===== src/rtl/multicycle_control.sv =====
// rtl/multicycle_control.sv - multicycle MIPS main control FSM with ALU decoder
//
// Purpose: steps each instruction through fetch/decode/execute/memory/
// writeback, one state per clock, and drives the datapath selects/strobes.
// Ports:
//   clock, reset_n           rising-edge clock, synchronous active-low reset
//   op, funct, alu_Zero      instruction fields and ALU zero flag
//   alu_Control, alu_SrcA,   ALU operation and operand selects
//   alu_SrcB
//   pc_Src, pc_En            PC source select and load enable
//   iord, mem_Write          memory address select and write strobe
//   ir_Write, reg_Write,     IR load, register-file write controls
//   reg_Dst, mem_To_Reg
//   illegal_Instr            one-cycle pulse on undecodable op/funct
//   state                    current state (debug)
module multicycle_control #(
  parameter int STATE_W = 4
) (
  input  logic               clock,
  input  logic               reset_n,
  input  logic [5:0]         op,
  input  logic [5:0]         funct,
  input  logic               alu_Zero,
  output logic [2:0]         alu_Control,
  output logic               alu_SrcA,
  output logic [1:0]         alu_SrcB,
  output logic [1:0]         pc_Src,
  output logic               pc_En,
  output logic               iord,
  output logic               mem_Write,
  output logic               ir_Write,
  output logic               reg_Write,
  output logic               reg_Dst,
  output logic               mem_To_Reg,
  output logic               illegal_Instr,
  output logic [STATE_W-1:0] state
);

  typedef enum logic [3:0] {
    S_RST    = 4'd0,
    S_FETCH  = 4'd1,
    S_DECODE = 4'd2,
    S_MEMADR = 4'd3,
    S_MEMRD  = 4'd4,
    S_MEMWB  = 4'd5,
    S_MEMWR  = 4'd6,
    S_EXEC   = 4'd7,
    S_ALUWB  = 4'd8,
    S_BRANCH = 4'd9,
    S_ADDIEX = 4'd10,
    S_ADDIWB = 4'd11,
    S_JUMP   = 4'd12
  } state_t;

  localparam logic [5:0] OP_RTYPE = 6'b000000;
  localparam logic [5:0] OP_LW    = 6'b100011;
  localparam logic [5:0] OP_SW    = 6'b101011;
  localparam logic [5:0] OP_BEQ   = 6'b000100;
  localparam logic [5:0] OP_ADDI  = 6'b001000;
  localparam logic [5:0] OP_J     = 6'b000010;

  localparam logic [2:0] ALU_ADD = 3'b010;
  localparam logic [2:0] ALU_SUB = 3'b110;
  localparam logic [2:0] ALU_AND = 3'b000;
  localparam logic [2:0] ALU_OR  = 3'b001;
  localparam logic [2:0] ALU_XOR = 3'b101;
  localparam logic [2:0] ALU_SLT = 3'b111;

  state_t     cur_state;
  state_t     nxt_state;
  logic [2:0] funct_ctrl;
  logic       funct_ok;

  always_ff @(posedge clock) begin
    if (!reset_n) begin
      cur_state <= S_RST;
    end else begin
      cur_state <= nxt_state;
    end
  end

  // R-type function decode; only consulted while in EXEC.
  always_comb begin
    funct_ctrl = ALU_ADD;
    funct_ok   = 1'b1;
    case (funct)
      6'b100000: funct_ctrl = ALU_ADD;
      6'b100010: funct_ctrl = ALU_SUB;
      6'b100100: funct_ctrl = ALU_AND;
      6'b100101: funct_ctrl = ALU_OR;
      6'b100110: funct_ctrl = ALU_XOR;
      6'b101010: funct_ctrl = ALU_SLT;
      default:   funct_ok   = 1'b0;
    endcase
  end

  always_comb begin
    nxt_state     = S_FETCH;
    alu_Control   = ALU_ADD;
    alu_SrcA      = 1'b0;
    alu_SrcB      = 2'b00;
    pc_Src        = 2'b00;
    pc_En         = 1'b0;
    iord          = 1'b0;
    mem_Write     = 1'b0;
    ir_Write      = 1'b0;
    reg_Write     = 1'b0;
    reg_Dst       = 1'b0;
    mem_To_Reg    = 1'b0;
    illegal_Instr = 1'b0;
    case (cur_state)
      S_RST: nxt_state = S_FETCH;
      S_FETCH: begin
        alu_SrcB  = 2'b01;
        ir_Write  = 1'b1;
        pc_En     = 1'b1;
        nxt_state = S_DECODE;
      end
      S_DECODE: begin
        // ALU precomputes PC + (imm<<2) into ALUOut for a possible branch.
        alu_SrcB = 2'b11;
        case (op)
          OP_LW, OP_SW: nxt_state = S_MEMADR;
          OP_RTYPE:     nxt_state = S_EXEC;
          OP_BEQ:       nxt_state = S_BRANCH;
          OP_ADDI:      nxt_state = S_ADDIEX;
          OP_J:         nxt_state = S_JUMP;
          default: begin
            illegal_Instr = 1'b1;
            nxt_state     = S_FETCH;
          end
        endcase
      end
      S_MEMADR: begin
        alu_SrcA  = 1'b1;
        alu_SrcB  = 2'b10;
        nxt_state = (op == OP_LW) ? S_MEMRD : S_MEMWR;
      end
      S_MEMRD: begin
        iord      = 1'b1;
        nxt_state = S_MEMWB;
      end
      S_MEMWB: begin
        reg_Write  = 1'b1;
        mem_To_Reg = 1'b1;
      end
      S_MEMWR: begin
        iord      = 1'b1;
        mem_Write = 1'b1;
      end
      S_EXEC: begin
        alu_SrcA = 1'b1;
        if (funct_ok) begin
          alu_Control = funct_ctrl;
          nxt_state   = S_ALUWB;
        end else begin
          // Unknown funct: abort the instruction without a writeback.
          illegal_Instr = 1'b1;
          nxt_state     = S_FETCH;
        end
      end
      S_ALUWB: begin
        reg_Write = 1'b1;
        reg_Dst   = 1'b1;
      end
      S_BRANCH: begin
        alu_SrcA    = 1'b1;
        alu_Control = ALU_SUB;
        pc_Src      = 2'b01;
        // Mealy term: taken branch loads PC straight from the zero flag.
        pc_En       = alu_Zero;
      end
      S_ADDIEX: begin
        alu_SrcA  = 1'b1;
        alu_SrcB  = 2'b10;
        nxt_state = S_ADDIWB;
      end
      S_ADDIWB: reg_Write = 1'b1;
      S_JUMP: begin
        pc_Src = 2'b10;
        pc_En  = 1'b1;
      end
      default: nxt_state = S_FETCH;
    endcase
  end

  assign state = STATE_W'(cur_state);

endmodule


===== config.mk =====
export PLATFORM = sky130hd
export DESIGN_NAME = multicycle_control
export DESIGN_NICKNAME = d
export VERILOG_FILES = /design/src/rtl/multicycle_control.sv
export SDC_FILE = /design/constraint.sdc
export NUM_CORES = 1
export LEC_CHECK = 0
export ABC_AREA = 1
export CAP_MARGIN = 20
export CORE_MARGIN = 4
export CORE_UTILIZATION = 39
export CTS_CLUSTER_SIZE = 30
export DETAILED_ROUTE_END_ITERATION = 8
export PLACE_DENSITY = 0.82
export SYNTH_ARGS = -nofsm -noshare
export SYNTH_HDL_FRONTEND = slang
export SYNTH_SLANG_ARGS = --single-unit

===== constraint.sdc =====
create_clock -name clock -period 3.2 [get_ports clock]
set_input_delay 0.32 -clock clock [delete_from_list [all_inputs] [get_ports clock]]
set_output_delay 0.32 -clock clock [all_outputs]
set_load 0.01 [all_outputs]

# After elaboration in Yosys (flattened, before gate mapping)
# Cells that the tools add are included.
dict set report word_totals {
  regBits 4
  latch_bits 0
  ramBits 0
  mem_bits_ro 0
  output_inout_bits 20
  memories 0
}
dict set report classes {
  addsub 0
  multipliers 0
  div 0
  magnitude_cmp 0
  n_eq_ne 23
  n_shift 0
  muxes 21
  n_bitwise 0
  n_reduce_logical 9
}
# cell count
set ops {}
lappend ops {{6-bit equality test, second input constant} 8}
lappend ops {{4-bit one-hot mux with 6 select lines} 1}
lappend ops {{4-bit equality test, second input constant} 5}
lappend ops {{4-bit one-hot mux with 5 select lines} 1}
lappend ops {{4-bit by 3-bit equality test with 1-bit output, second input constant} 4}
lappend ops {{3-bit one-hot mux with 5 select lines} 1}
lappend ops {{6-bit OR reduction} 2}
lappend ops {{1-bit 2-to-1 mux} 10}
lappend ops {{4-bit by 2-bit equality test with 1-bit output, second input constant} 2}
lappend ops {{2-bit OR reduction} 4}
lappend ops {{6-bit by 2-bit equality test with 1-bit output, second input constant} 1}
lappend ops {{6-bit by 3-bit equality test with 1-bit output, second input constant} 1}
lappend ops {{6-bit by 4-bit equality test with 1-bit output, second input constant} 1}
lappend ops {{6-bit logical NOT} 1}
lappend ops {{2-bit one-hot mux with 3 select lines} 1}
lappend ops {{3-bit one-hot mux with 2 select lines} 1}
lappend ops {{4-bit by 1-bit equality test with 1-bit output, second input constant} 1}
lappend ops {{4-bit 2-to-1 mux} 1}
lappend ops {{1-bit one-hot mux with 2 select lines} 2}
lappend ops {{2-bit one-hot mux with 2 select lines} 1}
lappend ops {{4-bit OR reduction} 1}
lappend ops {{3-bit 2-to-1 mux} 1}
lappend ops {{3-bit OR reduction} 1}
lappend ops {{2-bit 2-to-1 mux} 1}

# Logic depth before layout (Yosys ltp)
# Gate-level depths: netlist of run 1.
dict set report logic_depth {
  word_depth 5
  ltp_mapped 9
}

# Worst setup path after synthesis of run 1
# Ideal clock, no wire load.
dict set report synth_path {
  kind {flip-flop to output port}
  start {reg cur_state[3] (netlist: state[3])}
  end {out alu_Control[2]}
  arrival_ps 1183
  required_ps 2880
  setup_slack_ps 1697
  path_stages_with_launch 7
  n_path_buf 0
  cell_sequence {dfxtp_1 > inv_1 > nor2_1 > inv_1 > nor2_1 > inv_1 > o21ai_0}
}
dict set report synth_between {
  elab_chain_len 2
}
# element line_no
set synth_lines {}
lappend synth_lines {{start, declared} 69} ;# state_t cur_state;
lappend synth_lines {{start signal, assigned} 78} ;# cur_state <= nxt_state;
lappend synth_lines {{4-bit equality test or 4-bit by 3-bit equality test with 1-bit output (tied branches)} 111} ;# case (cur_state)
lappend synth_lines {{3-bit one-hot mux with 2 select lines (*)} 111}
lappend synth_lines {{end, declared} 24} ;# output logic [2:0] alu_Control,
# Every way passes the cells marked *; elsewhere a longest branch is shown, timed or not.

# Final worst setup path of run 1
dict set report layout_path {
  start {in funct[5]}
  end {out alu_Control[0]}
}
dict set report layout_between {
  elab_chain_len 5
}
# element line_no
set layout_lines {}
lappend layout_lines {{start, declared} 22} ;# input logic [5:0] funct,
lappend layout_lines {{6-bit equality test} 86} ;# case (funct)
lappend layout_lines {{6-bit OR reduction (no source line)} -}
lappend layout_lines {{1-bit 2-to-1 mux} 86}
lappend layout_lines {{3-bit 2-to-1 mux (*)} 153} ;# if (funct_ok) begin
lappend layout_lines {{3-bit one-hot mux with 2 select lines (*)} 111}
# Marks and branches as above.

==> metrics.cfg, run 1 <==
[outcome]
status=complete, no violations

[critical_path]
cp_slowest_stage_delay_ns=0.55
endpoint_kind=output port
critPathKind=input pin to output port
slowest_stage=clkdlybuf4s50_1
critPathLaunchType=input pin
crit_fanout=4
arrival_ns=2.07
worstPathCellList=clkdlybuf4s50_1 -> nand3_1 -> nor2_1 -> nand2_1 -> o21ai_0 -> nand2_1 -> a21oi_1 -> clkdlybuf4s50_1
rrSetupSlack_ns=1.89
required_ns=2.88

[die]
io_pins=35
coreArea_sq_um=1350
num_rows=13
dieArea_sq_um=2180
dieWidth_microns=46.7
dieHeight_microns=46.7
start_util=0.432

[drt]
drt_wl_total_microns=1820
wire_per_inst_microns=10.8
ant_nets=0
vias=853
drt_iter0_markers=11
vias_per_cell=5.05
dr.pass1.iters=4
drc=0

[min_path]
hp-class=flop to flop

[place]
port_buffers=34
hpwl_microns=1560
gp_congestion=0.876
dp_cells=166
pre_cts_slack_ns=0.808

[flow_run]
max-cap-violations=0

[logic_synthesis]
synth_common_cells=nor2_1, nand2_1, inv_1
synth.largest_area_cell=nor2_1
synth_edf_count=0
ys_seq_area_frac=0.137
synth_cell_type_count=18
ys_top_cells_by_area=nor2_1, nand2_1, dfxtp_1
synthCells=117
synth.net_count=132
synth_most_common_cell=nor2_1
synth-main-ff-cell=dfxtp_1
synth_seq_cells=4
synthArstFlopShare=0
yosys_warnings=0
netlist.area_leader.share=0.180
avgSynthCellArea_sq_um=4.98
syn_area_sq_um=583

[cts]
post_cts_buffers=0
clock_latency_ns=0.23
h-tree-depth=1
root_buffer=clkbuf_4
clkSlewWorstSetupHoldPaths_ns=0.04
cts_buffers=3
clockBufferDepth=2
tritoncts=done
cts_hold_buf=0
clock-sinks=4
cts_resized=0

[timing]
rsz0062_at_grt=false
fin_ws_ns=0.807
tns_ns=0
finalSetupViolations=0
report.final.slew_viol_count=0
relSlewSlack=0.815
fin_crit_ns=2.39
finalCritPeriodShare=0.748
max_freq_ghz=0.418
finalHoldViolCount=0
whs_ns=0.663
timing_worst_slew_pin_value_ns=0.277
finClkSkew_ns=0.00274

[cells_and_area]
num_antenna_cells=0
num-nets-final=171
final_layout_size_suffix_gt1_frac=0.0909
utilization=0.715
instances_no_fill=169
syn_to_final_growth_pct=65.5
largest_register_ffs=4

[global_routing]
antenna_found_initial=0
grt_max_degree=8
grt_usage=0.187
grt_pass1_wl_microns=2980
grt_overflow_total=0
grt_pass1_vias=764

[pwr]
power_per_cell_area_nw_per_um2=479
irDropWorstVdd_v=0.000237
p_leak_uw=0.000483

[report_power, final]
group          total, uW  switching [uW]  leakage (uW)  internal [uW]
clock               61.0            19.1     0.0000138           41.8
combinational        318             162      0.000437            156
sequential          82.7            19.2     0.0000328           63.5
[path summary, 6_finish.rpt]
path,from,end,cells after the start
max,funct[5],alu_Control[0],8
max reg2reg,state[0],state[0],7
min,state[2],state[3],3
min reg2reg,state[2],state[3],3
[metal layers]
layer	track usage	part of all wire	wire length, microns	vias to the layer above
li1	-	-	-	443
met1	0.213	0.41	749	374
met2	0.338	0.50	907	34
met3	0.0430	0.085	155	2
met4	0.0608	0.0033	6	0
met5	0	0	0	-
[cell families (layout without fill, tap and decap cells)]
logic type / count (synthesis) / in the layout / share of synthesized area
DFF: 4 / 4 / 0.137
and+or+nand+nor: 73 / 73 / 0.558
AOI/OAI and AO/OA: 13 / 13 / 0.122
buffers and inverters: 26 / 63 / 0.167
xor gates and xnor gates: 1 / 1 / 0.0150
[metrics by stage]
step                total power [uW]  instance area [sq um]
finish                           462                    965
global placement                 398                    942
detailed placement               401                    942
floorplan                        248                    583
global route                     506                    965
CTS                              465                    965
[area by class of cell]
cell class	count	area [sq um]
Clock buffer	3	22.5
Fill cell	132	385
Inverter	26	97.6
Multi-Input combinational cell	87	405
Sequential cell	4	80.1
Tap cell	15	18.8
Timing Repair Buffer	34	340
[worst max-delay path: cells and delay by family]
kind	cells	cell delay (ns)
buffers and inverters	2	1.02
AOI/OAI and AO/OA	2	0.24
and+or+nand+nor	4	0.48
[layout by cell type (no fill, tap or decap), drive strengths merged]
cell type / synthesis / final
a211o: 1 / 1
a21oi: 5 / 5
a31oi: 2 / 2
clkbuf: 0 / 3
clkdlybuf4s50: 0 / 34
clkinv: 1 / 1
dfxtp: 4 / 4
inv: 25 / 25
nand2: 25 / 25
nand3: 13 / 13
nand4: 1 / 1
nor2: 32 / 32
nor3: 2 / 2
o21ai: 5 / 5
xor2: 1 / 1
Note: power is estimated with default switching activity, not from simulation.
==> run 2: changes to the inputs <==
CORE_UTILIZATION = 33   (was 39)
PLACE_DENSITY = 0.74   (was 0.82)
clock period = 1.9 ns   (was 3.2 ns; I/O delays follow)
==> run 2 against run 1 <==
Net effect:
- sequential power grew 81%
- critical path type is now flop to output port
- die area increased by 15%
- setup slack got worse by 0.72 ns
- cell area grew 11%
- highest routed layer is now met3
- cell count is 11% higher
- register-to-register slack got worse by 1.3 ns
- sequential share of layout area is 0.36 points lower
- global-route usage decreased by 4.0 points
- clock skew decreased by 0.0021 ns
- critical path depth fell by 3
==> metrics.cfg, run 2 (same netlist as run 1, synthesis figures left out) <==
[critical_path]
cp_common_cell=inv_1
worstPathCellList=inv_1 -> nor2_4 -> inv_1 -> nor2_1 -> clkdlybuf4s50_1  ; was clkdlybuf4s50_1 -> nand3_1 -> nor2_1 -> nand2_1 -> o21ai_0 -> nand2_1 -> a21oi_1 -> clkdlybuf4s50_1
arrival_ns=1.62  ; was 2.07 ns
rr_startpoint=state[2]  ; was state[0]
slowest_stage=clkdlybuf4s50_1  ; unchanged
r2r-end=state[0]  ; unchanged
critPathLaunchType=flop  ; was input pin
rr_worst_depth=9  ; was 7
critPathKind=flop to output port  ; was input pin to output port
crit_fanout=6  ; was 4
endpoint_kind=output port  ; unchanged
cp_slowest_stage_delay_ns=0.56  ; was 0.55 ns
required_ns=1.71  ; was 2.88 ns
rrSetupSlack_ns=0.60  ; was 1.89 ns

[outcome]
status=complete, no violations  ; unchanged

[cts]
clkSlewWorstSetupHoldPaths_ns=0.04  ; about the same
h-tree-depth=1  ; unchanged
root_buffer=clkbuf_4  ; unchanged
cts_buffers=3  ; unchanged
cts_hold_buf=0  ; unchanged
clock_latency_ns=0.23  ; about the same
clockBufferDepth=2  ; unchanged
tritoncts=done  ; unchanged
clock-sinks=4  ; unchanged

[die]
coreArea_sq_um=1590  ; was 1350 sq um
dieHeight_microns=50.0  ; was 46.7 microns
io_pins=35  ; unchanged
dieArea_sq_um=2500  ; was 2180 sq um
start_util=0.366  ; was 0.432
dieWidth_microns=50.0  ; was 46.7 microns
num_rows=14  ; was 13

[pwr]
p_leak_uw=0.000575  ; was 0.000483 uW
irDropWorstVdd_v=0.000434  ; was 0.000237 V
power_per_cell_area_nw_per_um2=774  ; was 479 nW/um^2

[cells_and_area]
syn_to_final_growth_pct=83.7  ; was 65.5%
instances_no_fill=188  ; was 169
fin_area_sq_um=1070  ; was 965 sq um
final_common_cell=clkdlybuf4s50_1  ; unchanged
final_layout_size_suffix_gt1_frac=0.207  ; was 0.0909
num_antenna_cells=0  ; unchanged
num-nets-final=181  ; was 171
layout_common_cells=clkdlybuf4s50_1, nor2_1, nand2_1  ; unchanged
largest_register_ffs=4  ; unchanged

[global_routing]
grt_pass1_vias=778  ; was 764
grt_overflow_total=0  ; unchanged
antenna_found_initial=0  ; unchanged
grt_usage=0.147  ; was 0.187
grt_pass1_wl_microns=2960  ; was 2980 microns
grt_max_degree=8  ; unchanged

[timing]
timing_worst_slew_pin_value_ns=0.243  ; was 0.277 ns
rsz0062_at_grt=true  ; was false
relSlewSlack=0.836  ; was 0.815
finalHoldViolCount=0  ; unchanged
finClkSkew_ns=0.000663  ; was 0.00274 ns
max_freq_ghz=0.553
finalCritPeriodShare=0.952
report.final.slew_viol_count=0  ; unchanged
finalSetupViolations=0  ; unchanged
fin_crit_ns=1.81

[drt]
wl_met2_microns=943  ; was 907 microns
ant_nets=0  ; unchanged
wl_met3_microns=141  ; was 155 microns
drt-met1-wl_microns=780  ; was 749 microns
drt_wl_total_microns=1860  ; was 1820 microns
vias=859  ; was 853
dr.pass1.iters=4  ; unchanged
wire_per_inst_microns=9.91  ; was 10.8 microns
drc=0  ; unchanged
vias_per_cell=4.57  ; was 5.05
top_layer_used=met3  ; was met4
drt_iter0_markers=16  ; was 11

[min_path]
hp-class=input pin to flop  ; was flop to flop
min_to=state[2]  ; was state[3]
holdCritStartpoint=reset_n  ; was state[2]
hold-path-cell-count=3  ; unchanged

[place]
gp_congestion=0.885  ; was 0.876
port_buffers=34  ; unchanged
hpwl_microns=1620  ; was 1560 microns
dpl_cell_area_sq_um=1030  ; was 942 sq um
dp_cells=185  ; was 166

[flow_run]
max-cap-violations=0  ; unchanged

run 2: area by class of cell:
| cell class | instances | area, sq um |
|---|---|---|
| inverter | 26 | 97.6 |
| sequential | 4 | 85.1 |
| timing repair buffer | 44 | 410 |
| multi-input combinational | 87 | 425 |
| fill | 159 | 523 |
| tap | 24 | 30.0 |
| clock buffer | 3 | 22.5 |
run 2: where the power goes:
group | internal [uW] | switching, uW | total, uW
clock network | 70.7 | 35.7 | 106
logic | 284 | 288 | 572
registers | 112 | 38.3 | 150
total | 467 | 362 | 829
run 2: worst max-delay path, delay by kind of cell (launching register included):
kind                   cells  cell delay (ns)
DFF                        1             0.37
buffers and inverters      3             0.74
and+or+nand+nor            2             0.26
run 2: worst max path at each step:
stage,start,endpoint,depth (start not counted)
floorplan,state[3],alu_Control[2],6
global placement,funct[5],alu_Control[0],8
detailed placement,funct[5],alu_Control[0],8
CTS,state[3],alu_SrcA,7
global route,state[2],alu_SrcB[0],6
finish,state[2],mem_To_Reg,5
run 2: what timing repair did:
action                     in CTS  in global routing
setup buffers                   0                  0
resized for setup              11                  8
pin swaps                       0                  0
setup endpoints to repair       8                  5
run 2: stage by stage:
step	setup WS [ns]	utilization	hold WS, ns	TNS [ns]	power (uW)
floorplan	0.527	-	0.352	0	418
global placement	-0.120	0.645	0.652	-0.245	699
detailed placement	-0.208	0.645	0.663	-0.417	705
CTS	0.0257	0.664	0.551	0	822
global route	-0.0181	0.672	0.573	-0.0181	909
finish	0.0913	0.672	0.549	0	829
run 2: routing by layer:
layer | vias to the layer above | track usage
li1 | 455 | -
met2 | 29 | 0.278
met5 | - | 0
met4 | 0 | 0.0323
met1 | 375 | 0.155
met3 | 0 | 0.0452
==> patch, RTL diff (settings of run 2) <==
The parameter `STATE_W` goes from 4 to 6.
--- a/src/rtl/multicycle_control.sv
+++ b/src/rtl/multicycle_control.sv
@@ -15,5 +15,5 @@
 //   state                    current state (debug)
 module multicycle_control #(
-  parameter int STATE_W = 4
+  parameter int STATE_W = 6
 ) (
   input  logic               clock,
Ports: changed (resized state); port bits go from 35 to 37. The function was not compared with the original's and may differ.
==> patch against run 2 <==
Sequential cell count is the same; sequential share of layout area shrank 0.24 points; power shrank 1.0%; worst setup slack lost 12 ps; final cell count grew 1.1%; cell area grew 1.6%; area after synthesis grew 3.2%; global-route usage shrank 0.25 points; routed wire length grew 1.6%; critical endpoint is now alu_SrcB[0].
==> patch: results (changes against run 2) <==
| Metric | Value |
|---|---|
| Status | completed (unchanged) |
| M1 wire length | 746 um (was 780 um) |
| Drt pass-1 iters | 4 (unchanged) |
| Layout Cells excl Fill | 190 (was 188) |
| Part of the Yosys area used for sequential elements | 0.133 (was 0.137) |
| Final WL | 1890 um (was 1860 um) |
| Most frequent cells after synthesis | nor2_1 (28), nand2_1 (23), inv_1 (21), nand3_1 (12) (unchanged) |
| Leak | 0.000604 uW (was 0.000575 uW) |
| R2R depth | 9 (unchanged) |
| Gpl congestion | 0.885 (about the same) |
| Worst Setup SP | cur_state[1] (was state[2]) |
| Crit Reg-Reg Startpoint | cur_state[2] (was state[2]) |
| Comb power frac | 0.695 (was 0.690) |
| Post-synth ARST share | 0 (unchanged) |
| VDD IR max | 0.000362 V (was 0.000434 V) |
| Share of cells above drive strength 1 | 0.206 (was 0.207) |
| Net switching power | 358 uW (was 362 uW) |
| Worst EP required | 1710 ps (about the same) |
| Count of cell types in the netlist | 20 (was 18) |
| CTS Root Cell | clkbuf_4 (unchanged) |
| Min Tclk post-route | 1820 ps (was 1810 ps) |
| Top sig layer | met3 (unchanged) |
| Post-synthesis cell count | 120 (was 117) |
| Top post-synthesis cells by area | nor2_1 (17%), nand2_1 (14%), dfxtp_1 (13%) (was nor2_1 (18%), nand2_1 (15%), dfxtp_1 (14%)) |
| Pre-CTS setup slack | -193 ps (was -208 ps) |
| Yosys Warn Count | 0 (unchanged) |
| H-tree Lvls | 1 (unchanged) |
| # fillers | 180 (was 159) |
| Post-CTS Repair Setup Buffers | 0 (unchanged) |
| Metal2 WL | 1010 um (was 943 um) |
| Initial antenna violation count | 0 (unchanged) |
| Hold/Removal Path Class | input port to register (unchanged) |
| Setup Skew | 1.85 ps (was 0.663 ps) |
| Metal3 WL | 132 um (was 141 um) |
| First-pass GRT wire length | 2970 um (was 2960 um) |
| Clock network fraction of design power | 0.123 (was 0.128) |
| RR Endpoint | cur_state[0] (was state[0]) |
| End of the critical path | alu_SrcB[0] (was mem_To_Reg) |
| HPWL after detailed placement | 1650 um (was 1620 um) |
| DR iter-0 viols | 10 (was 16) |
| Vias per cell | 4.68 (was 4.57) |
| Crit path max fanout | 5 (was 6) |
| Vias in the first global route | 856 (was 778) |
| Clock insertion delay at the later pin of the skew report | 230 ps (about the same) |
| Antenna diodes | 0 (unchanged) |
| R2r setup slk | 550 ps (was 600 ps) |
| Dpl cell area | 1030 sq um (about the same) |
| Total GRT Usage | 0.145 (was 0.147) |
| Number of I/O port buffers | 34 (unchanged) |
| Nets | 182 (was 181) |
==> patch: changes by cell type in the layout (fill, tap and decap cells not counted) <==
cell             change
clkbuf_2             -1
dfxtp_2              -1
dlygate4sd2_1        +2
nor2_4               +1
clkdlybuf4s50_1      -2
nor2_2               +2
nor2_1               -3
dlymetal6s2s_1       +1
buf_4                -1
conb_1               +2
dfxtp_1              +1
==> patch: area by class of cell <==
class                      instances  share of cell area
timing repair buffer              43               0.375
tap                               25              0.0287
multi-input combinational         89               0.409
inverter                          26              0.0897
sequential                         4              0.0770
clock buffer                       3              0.0207
==> patch: worst min path at each step <==
stage | slack (ps) | to | from
floorplan | 350 | cur_state[2] | reset_n
global placement | 640 | cur_state[3] | cur_state[2]
detailed placement | 660 | cur_state[3] | cur_state[2]
CTS | 560 | cur_state[1] | reset_n
global route | 590 | cur_state[0] | reset_n
finish | 570 | cur_state[0] | reset_n
==> patch: critical path, stage by stage (launching register included) <==
cell             delay (ps)
dfxtp_1                 400
nand2_1                 150
nor2_4                  190
nor2_1                   80
inv_1                    50
clkdlybuf4s50_1         520
==> patch: per-stage QoR <==
stage / utilization / total power (uW)
final: 0.630 / 821
after global routing: 0.630 / 891
after CTS: 0.612 / 803
after detailed placement: 0.596 / 702
after global placement: 0.596 / 699
after floorplan: - / 423
==> patch: logic make-up (layout without fill, tap and decap cells) <==
logic type	count (synthesis)	after routing	share of synthesized area
and+or+nand+nor	73	73	0.541
DFF	4	4	0.133
xor gates and xnor gates	1	1	0.0146
buffers and inverters	28	72	0.187
other	1	2	0.00623
AOI/OAI and AO/OA	13	13	0.118
==> patch: per-layer routing <==
layer	vias to the layer above	GRT usage
met5	-	0
met4	0	0.0538
met3	0	0.0297
met2	32	0.287
met1	398	0.144
li1	459	-
